--- src/rtl/fifo_arb_pkg.sv ---
// Shared types and defaults for the FIFO write-port arbiter.
package fifo_arb_pkg;

  typedef enum logic [2:0] {
    IDLE  = 3'd0,
    HOLD  = 3'd1,
    ISSUE = 3'd2,
    WAIT  = 3'd3,
    DONE  = 3'd4
  } arb_state_e;

  localparam int FIFO_WIDTH_DEF = 16;
  localparam int NUM_REQ_DEF    = 4;

  // Width of a requester index; at least one bit so a single-requester build still elaborates.
  function automatic int id_width(input int n);
    return (n > 1) ? $clog2(n) : 1;
  endfunction

endpackage

--- src/rtl/fifo_wr_arbiter_rr_picker.sv ---
// Combinational round-robin priority encoder: first requester at or after rr_ptr_i wins.
module rr_picker #(
  parameter int NUM_REQ = 4,
  parameter int IDW     = 2
) (
  input  logic [NUM_REQ-1:0] req_i,
  input  logic [IDW-1:0]     rr_ptr_i,
  output logic [IDW-1:0]     winner_o,
  output logic               any_req_o
);

  logic [IDW-1:0] idx;

  always_comb begin
    winner_o  = '0;
    any_req_o = 1'b0;
    idx       = '0;
    for (int k = 0; k < NUM_REQ; k++) begin
      idx = IDW'((int'(rr_ptr_i) + k) % NUM_REQ);
      if (!any_req_o && req_i[idx]) begin
        winner_o  = idx;
        any_req_o = 1'b1;
      end
    end
  end

endmodule

--- src/rtl/fifo_wr_arbiter.sv ---
// Round-robin arbiter sharing one FIFO write port among NUM_REQ producers, with overflow retry.
// Define FIFO_WR_ARB_AF_THROTTLE_EN to also hold off writes while fifo_almostfull is high.
//
// Handshake: a requester raises req_valid[i] and holds it until it sees a one-cycle
// req_ack[i] or req_err[i]; req_data is latched in the grant cycle, so it only needs to be
// valid then. fifo_wr_ack / fifo_overflow are only looked at the cycle after fifo_wr_en.
module fifo_wr_arbiter
  import fifo_arb_pkg::*;
#(
  parameter int FIFO_WIDTH = FIFO_WIDTH_DEF,
  parameter int NUM_REQ    = NUM_REQ_DEF,
  parameter int MAX_RETRY  = 3,
  localparam int IDW       = id_width(NUM_REQ),
  localparam int RCW       = $clog2(MAX_RETRY + 1)
) (
  input  logic                          clk,
  input  logic                          rst_n,
  input  logic [NUM_REQ-1:0]            req_valid,
  input  logic [NUM_REQ*FIFO_WIDTH-1:0] req_data,
  output logic [NUM_REQ-1:0]            req_ack,
  output logic [NUM_REQ-1:0]            req_err,
  output logic [FIFO_WIDTH-1:0]         fifo_data_in,
  output logic                          fifo_wr_en,
  input  logic                          fifo_full,
  input  logic                          fifo_almostfull,
  input  logic                          fifo_wr_ack,
  input  logic                          fifo_overflow,
  output logic                          busy,
  output logic [IDW-1:0]                grant_id,
  output arb_state_e                    dbg_state_o,
  output logic [RCW-1:0]                dbg_retry_o
);

  arb_state_e             state_q, state_d;
  logic [FIFO_WIDTH-1:0]  data_q, data_d;
  logic [IDW-1:0]         grant_q, grant_d;
  logic [IDW-1:0]         rr_ptr_q, rr_ptr_d;
  logic [RCW-1:0]         retry_cnt_q, retry_cnt_d;
  logic                   ok_q, ok_d;

  logic [FIFO_WIDTH-1:0]  req_words [NUM_REQ];
  logic [IDW-1:0]         winner;
  logic                   any_req;
  logic                   has_space;
  logic                   wr_failed;
  logic [RCW-1:0]         retry_inc;
  logic [NUM_REQ-1:0]     owner_onehot;

  for (genvar i = 0; i < NUM_REQ; i++) begin : g_unpack
    assign req_words[i] = req_data[i*FIFO_WIDTH +: FIFO_WIDTH];
  end

  rr_picker #(
    .NUM_REQ (NUM_REQ),
    .IDW     (IDW)
  ) u_picker (
    .req_i     (req_valid),
    .rr_ptr_i  (rr_ptr_q),
    .winner_o  (winner),
    .any_req_o (any_req)
  );

`ifdef FIFO_WR_ARB_AF_THROTTLE_EN
  assign has_space = !fifo_full && !fifo_almostfull;
`else
  assign has_space = !fifo_full;
`endif

  // Overflow dominates a simultaneous ack; silence is also a failed attempt.
  assign wr_failed = fifo_overflow || !fifo_wr_ack;
  assign retry_inc = retry_cnt_q + RCW'(1);

  always_ff @(posedge clk or negedge rst_n) begin
    if (!rst_n) begin
      state_q     <= IDLE;
      data_q      <= '0;
      grant_q     <= '0;
      rr_ptr_q    <= '0;
      retry_cnt_q <= '0;
      ok_q        <= 1'b0;
    end else begin
      state_q     <= state_d;
      data_q      <= data_d;
      grant_q     <= grant_d;
      rr_ptr_q    <= rr_ptr_d;
      retry_cnt_q <= retry_cnt_d;
      ok_q        <= ok_d;
    end
  end

  always_comb begin
    state_d     = state_q;
    data_d      = data_q;
    grant_d     = grant_q;
    rr_ptr_d    = rr_ptr_q;
    retry_cnt_d = retry_cnt_q;
    ok_d        = ok_q;
    case (state_q)
      IDLE: begin
        if (any_req) begin
          data_d      = req_words[winner];
          grant_d     = winner;
          retry_cnt_d = '0;
          state_d     = HOLD;
        end
      end
      HOLD: begin
        if (has_space) state_d = ISSUE;
      end
      ISSUE: state_d = WAIT;
      WAIT: begin
        if (!wr_failed) begin
          ok_d    = 1'b1;
          state_d = DONE;
        end else begin
          retry_cnt_d = retry_inc;
          if (retry_inc == RCW'(MAX_RETRY)) begin
            ok_d    = 1'b0;
            state_d = DONE;
          end else begin
            state_d = HOLD;
          end
        end
      end
      DONE: begin
        rr_ptr_d = (grant_q == IDW'(NUM_REQ - 1)) ? '0 : grant_q + IDW'(1);
        state_d  = IDLE;
      end
      default: state_d = IDLE;
    endcase
  end

  assign owner_onehot = {{(NUM_REQ-1){1'b0}}, 1'b1} << grant_q;
  assign req_ack      = (state_q == DONE && ok_q)  ? owner_onehot : '0;
  assign req_err      = (state_q == DONE && !ok_q) ? owner_onehot : '0;
  assign fifo_wr_en   = (state_q == ISSUE);
  assign fifo_data_in = data_q;
  assign busy         = (state_q != IDLE);
  assign grant_id     = grant_q;
  assign dbg_state_o  = state_q;
  assign dbg_retry_o  = retry_cnt_q;

endmodule

--- config.mk ---
export PLATFORM = sky130hd
export DESIGN_NAME = fifo_wr_arbiter
export DESIGN_NICKNAME = d
export VERILOG_FILES = /design/src/rtl/fifo_arb_pkg.sv /design/src/rtl/fifo_wr_arbiter_rr_picker.sv /design/src/rtl/fifo_wr_arbiter.sv
export SDC_FILE = /design/constraint.sdc
export NUM_CORES = 1
export LEC_CHECK = 0
export CORE_MARGIN = 2
export CORE_UTILIZATION = 37
export CTS_CLUSTER_DIAMETER = 200
export DETAILED_ROUTE_END_ITERATION = 10
export PLACE_DENSITY = 0.92
export SYNTH_ARGS = -nofsm -noshare
export SYNTH_HDL_FRONTEND = slang
export SYNTH_HIERARCHICAL = 1
export SYNTH_SLANG_ARGS = --single-unit
--- constraint.sdc ---
create_clock -name clk -period 2.75 [get_ports clk]
set_clock_uncertainty 0.1 [all_clocks]
set_input_delay 0.275 -clock clk [delete_from_list [all_inputs] [get_ports clk]]
set_output_delay 0.275 -clock clk [all_outputs]
set_load 0.01 [all_outputs]
==> results <==
cells in the final DEF, fill, tap and decap left out:
master                            instances
sky130_fd_sc_hd__inv_1                    8
sky130_fd_sc_hd__dfrtp_1                 26
sky130_fd_sc_hd__mux4_1                   7
sky130_fd_sc_hd__mux4_2                   9
sky130_fd_sc_hd__nand3_1                  1
sky130_fd_sc_hd__o2bb2ai_1                1
sky130_fd_sc_hd__nor3b_1                  1
sky130_fd_sc_hd__and3_1                   5
sky130_fd_sc_hd__a221o_1                  1
sky130_fd_sc_hd__clkbuf_8                 3
sky130_fd_sc_hd__mux2_2                   8
sky130_fd_sc_hd__clkdlybuf4s50_1        105
sky130_fd_sc_hd__a21o_1                   1
sky130_fd_sc_hd__or3b_2                   1
sky130_fd_sc_hd__or3b_1                   1
sky130_fd_sc_hd__o21ai_0                  5
sky130_fd_sc_hd__ha_1                     5
sky130_fd_sc_hd__o221ai_1                 1
sky130_fd_sc_hd__nand2b_1                 3
sky130_fd_sc_hd__a21oi_1                  5
sky130_fd_sc_hd__nor2_1                   4
sky130_fd_sc_hd__nand3b_1                 1
sky130_fd_sc_hd__nor4b_4                  1
sky130_fd_sc_hd__or3_1                    1
sky130_fd_sc_hd__buf_4                    7
sky130_fd_sc_hd__a21oi_2                  2
sky130_fd_sc_hd__o31ai_1                  1
sky130_fd_sc_hd__and3b_1                  1
sky130_fd_sc_hd__a311oi_1                 1
sky130_fd_sc_hd__inv_2                    1
sky130_fd_sc_hd__nand2_1                  8
sky130_fd_sc_hd__and2_1                   4
sky130_fd_sc_hd__mux2_4                   9
per-layer routing:
metal  share of wire  GRT usage
met5               0          0
met4           0.011     0.0432
met3           0.034     0.0194
met2            0.60      0.359
met1            0.35      0.198
cells by family after synthesis:
| family | after synthesis |
|---|---|
| muxes | 33 |
| and+or+nand+nor | 32 |
| DFF | 26 |
| AOI/OAI and AO/OA | 18 |
| buffers and inverters | 17 |
| adders and majority gates | 5 |
flip-flops by register name, summed over array words and instances, names as in the netlist:
| name | cells |
|---|---|
| dbg_state_o | 3 |
| ok_q | 1 |
| rr_ptr_q | 2 |
| grant_id | 2 |
| dbg_retry_o | 2 |
| fifo_data_in | 16 |
final cells by class:
cell class / instances / area (um2) / share of cell area
repair buffers: 112 / 1100 / 0.383
multi-input cells: 88 / 990 / 0.343
flip-flops and latches: 26 / 651 / 0.226
clock buffers: 3 / 41.3 / 0.0143
inverters: 9 / 33.8 / 0.0117
well taps: 52 / 65.1 / 0.0226
stage by stage:
stage / worst slack (ns) / instances / hold WS, ns / util
after global placement: 0.131 / 287 / 0.390 / 0.640
after detailed placement: 0.101 / 287 / 0.396 / 0.640
after CTS: 0.210 / 290 / 0.298 / 0.649
after global routing: 0.0680 / 290 / 0.329 / 0.649
final: 0.251 / 290 / 0.287 / 0.649
after floorplan: 0.621 / 131 / -0.121 / -
worst paths after layout:
path / endpoint / slack [ns] / cells after the start
max: req_err[0] / 0.25 / 4
min reg2reg: fifo_data_in[11] / 0.41 / 1
max reg2reg: fifo_data_in[12] / 0.53 / 6
min: dbg_retry_o[0] / 0.29 / 2
max in group asynchronous: fifo_data_in[14] / 2.00 / 2
min in group clk: fifo_data_in[11] / 0.41 / 1
where the power goes:
group / internal [mW] / leakage, nW / total [mW] / switching [mW]
registers: 0.564 / 0.312 / 0.722 / 0.158
clock network: 0.0979 / 0.0216 / 0.215 / 0.117
logic: 0.860 / 0.867 / 1.35 / 0.486
worst max-delay path, delay by kind of cell (launching register included):
kind          cells  cell delay [ns]
simple gates      3             0.79
flops             1             0.54
buf+inv           1             0.54
==> insert_results.sql <==
INSERT INTO impl_metrics (metric_group, metric, value, unit) VALUES
('run_status', 'run_status', 'finished, final reports clean', ''),
('synthesis', 'synth_top_cell_by_area', 'sky130_fd_sc_hd__dfrtp_1', ''),
('global_route', 'antenna_found_initial', '0', ''),
('synthesis', 'ys_types', '34', ''),
('layout', 'finalNetCount', '319', ''),
('cts', 'post_cts_resized', '0', ''),
('global_route', 'grt-ovfl-total', '0', ''),
('synthesis', 'synthSimpleGateAreaFrac', '0.113', ''),
('synthesis', 'post_synth_mux_area_share', '0.353', ''),
('setup_path', 'crit_path_top_delay_cell', 'sky130_fd_sc_hd__dfrtp_1', ''),
('layout', 'inserted_diodes', '0', ''),
('power_and_ir_drop', 'finalPower', '2.28', 'mW'),
('synthesis', 'cell_types_with_the_largest_area_share_after_synthesis', 'sky130_fd_sc_hd__dfrtp_1 38%, sky130_fd_sc_hd__mux4_2 12%, sky130_fd_sc_hd__mux4_1 11%', ''),
('timing', 'timing_worst_slew_pin_value', '0.435', 'ns'),
('synthesis', 'netlist_area', '1730', 'um2'),
('timing', 'slew_headroom', '0.710', ''),
('timing', 'number_of_hold_violations_in_the_final_report', '0', ''),
('drt', 'num_vias', '1481', ''),
('power_and_ir_drop', 'irDropWorstVdd', '0.000376', 'V'),
('timing', 'setup-tns-final', '0', 'ns'),
('synthesis', 'synthFlopType', 'sky130_fd_sc_hd__dfrtp_1', ''),
('drt', 'detail_route.wl_per_cell', '15.9', 'um'),
('synthesis', 'synth-seq-area-share', '0.376', ''),
('drt', 'drt_iter0_drc', '48', ''),
('global_route', 'grt_pass1_vias', '1572', ''),
('synthesis', 'synth_xor_area_frac', '0', ''),
('drt', 'drt.antenna.violating_nets', '0', ''),
('synthesis', 'syn-mean-instance-area', '13.2', 'um2'),
('global_route', 'grt_max_degree', '27', ''),
('drt', 'drcViolationCount', '0', ''),
('floorplan', 'floorplan_die_area', '5240', 'um2'),
('synthesis', 'ys_seq_elements', '26', ''),
('place', 'gpl.final_weighted_congestion', '0.715', ''),
('floorplan', 'core_area', '4440', 'um2'),
('floorplan', 'placement_rows', '24', ''),
('cts', 'clock_sink_count', '26', ''),
('timing', 'clock.fmax', '0.400', 'GHz'),
('cts', 'clock_path_buffers', '2', ''),
('cts', 'cts_tree', 'yes', ''),
('timing', 'grt_setup_unrepaired', 'no', ''),
('job', 'cap_violations', '0', ''),
('global_route', 'grt_pass1_wl', '7220', 'um'),
('cts', 'insertion_delay', '0.26', 'ns'),
('setup_path', 'worst_setup_path_start_kind', 'flip-flop', ''),
('worst_hold_path', 'min_path_type', 'in2async', ''),
('cts', 'post-cts-setup-buffers', '0', ''),
('floorplan', 'fp.dieW', '72.4', 'um'),
('layout', 'layout.filler_cells', '373', ''),
('place', 'postPlaceCellArea', '2840', 'um2'),
('synthesis', 'synth_compound_area_frac', '0.0643', ''),
('synthesis', 'synthesis.instances', '131', ''),
('setup_path', 'slowest_delay', '0.54', 'ns'),
('synthesis', 'netlist.area_leader.share', '0.376', ''),
('setup_path', 'worstPathCellList', 'or3b_1 -> nor2_1 -> and2_1 -> clkdlybuf4s50_1', ''),
('cts', 'htree_levels', '1', ''),
('floorplan', 'initial_core_util', '0.390', ''),
('synthesis', 'async_flop_share', '1.00', ''),
('cts', 'cts_hold_repair.buffers', '0', ''),
('place', 'detailed_place_hpwl', '3880', 'um'),
('timing', 'fin_crit_sh', '0.909', ''),
('synthesis', 'synth.yosys.warnings', '6', ''),
('synthesis', 'synthesis.nets', '210', ''),
('synthesis', 'synth_edf_count', '0', ''),
('layout', 'areaGrowthSynthToFinish', '66.5', '%'),
('timing', 'final_period_minus_worst_setup_slack', '2.50', 'ns'),
('synthesis', 'synthAdderAreaFrac', '0.0361', ''),
('setup_path', 'ws_path_type', 'reg2out', ''),
('drt', 'wirelength', '4610', 'um'),
('synthesis', 'dominant_combinational_cell_family_by_area_after_synthesis', 'multiplexers', ''),
('setup_path', 'worst_ep_arrival', '2.12', 'ns'),
('cts', 'cts_buffers', '3', '');
Power figures use the tool's default switching activity.
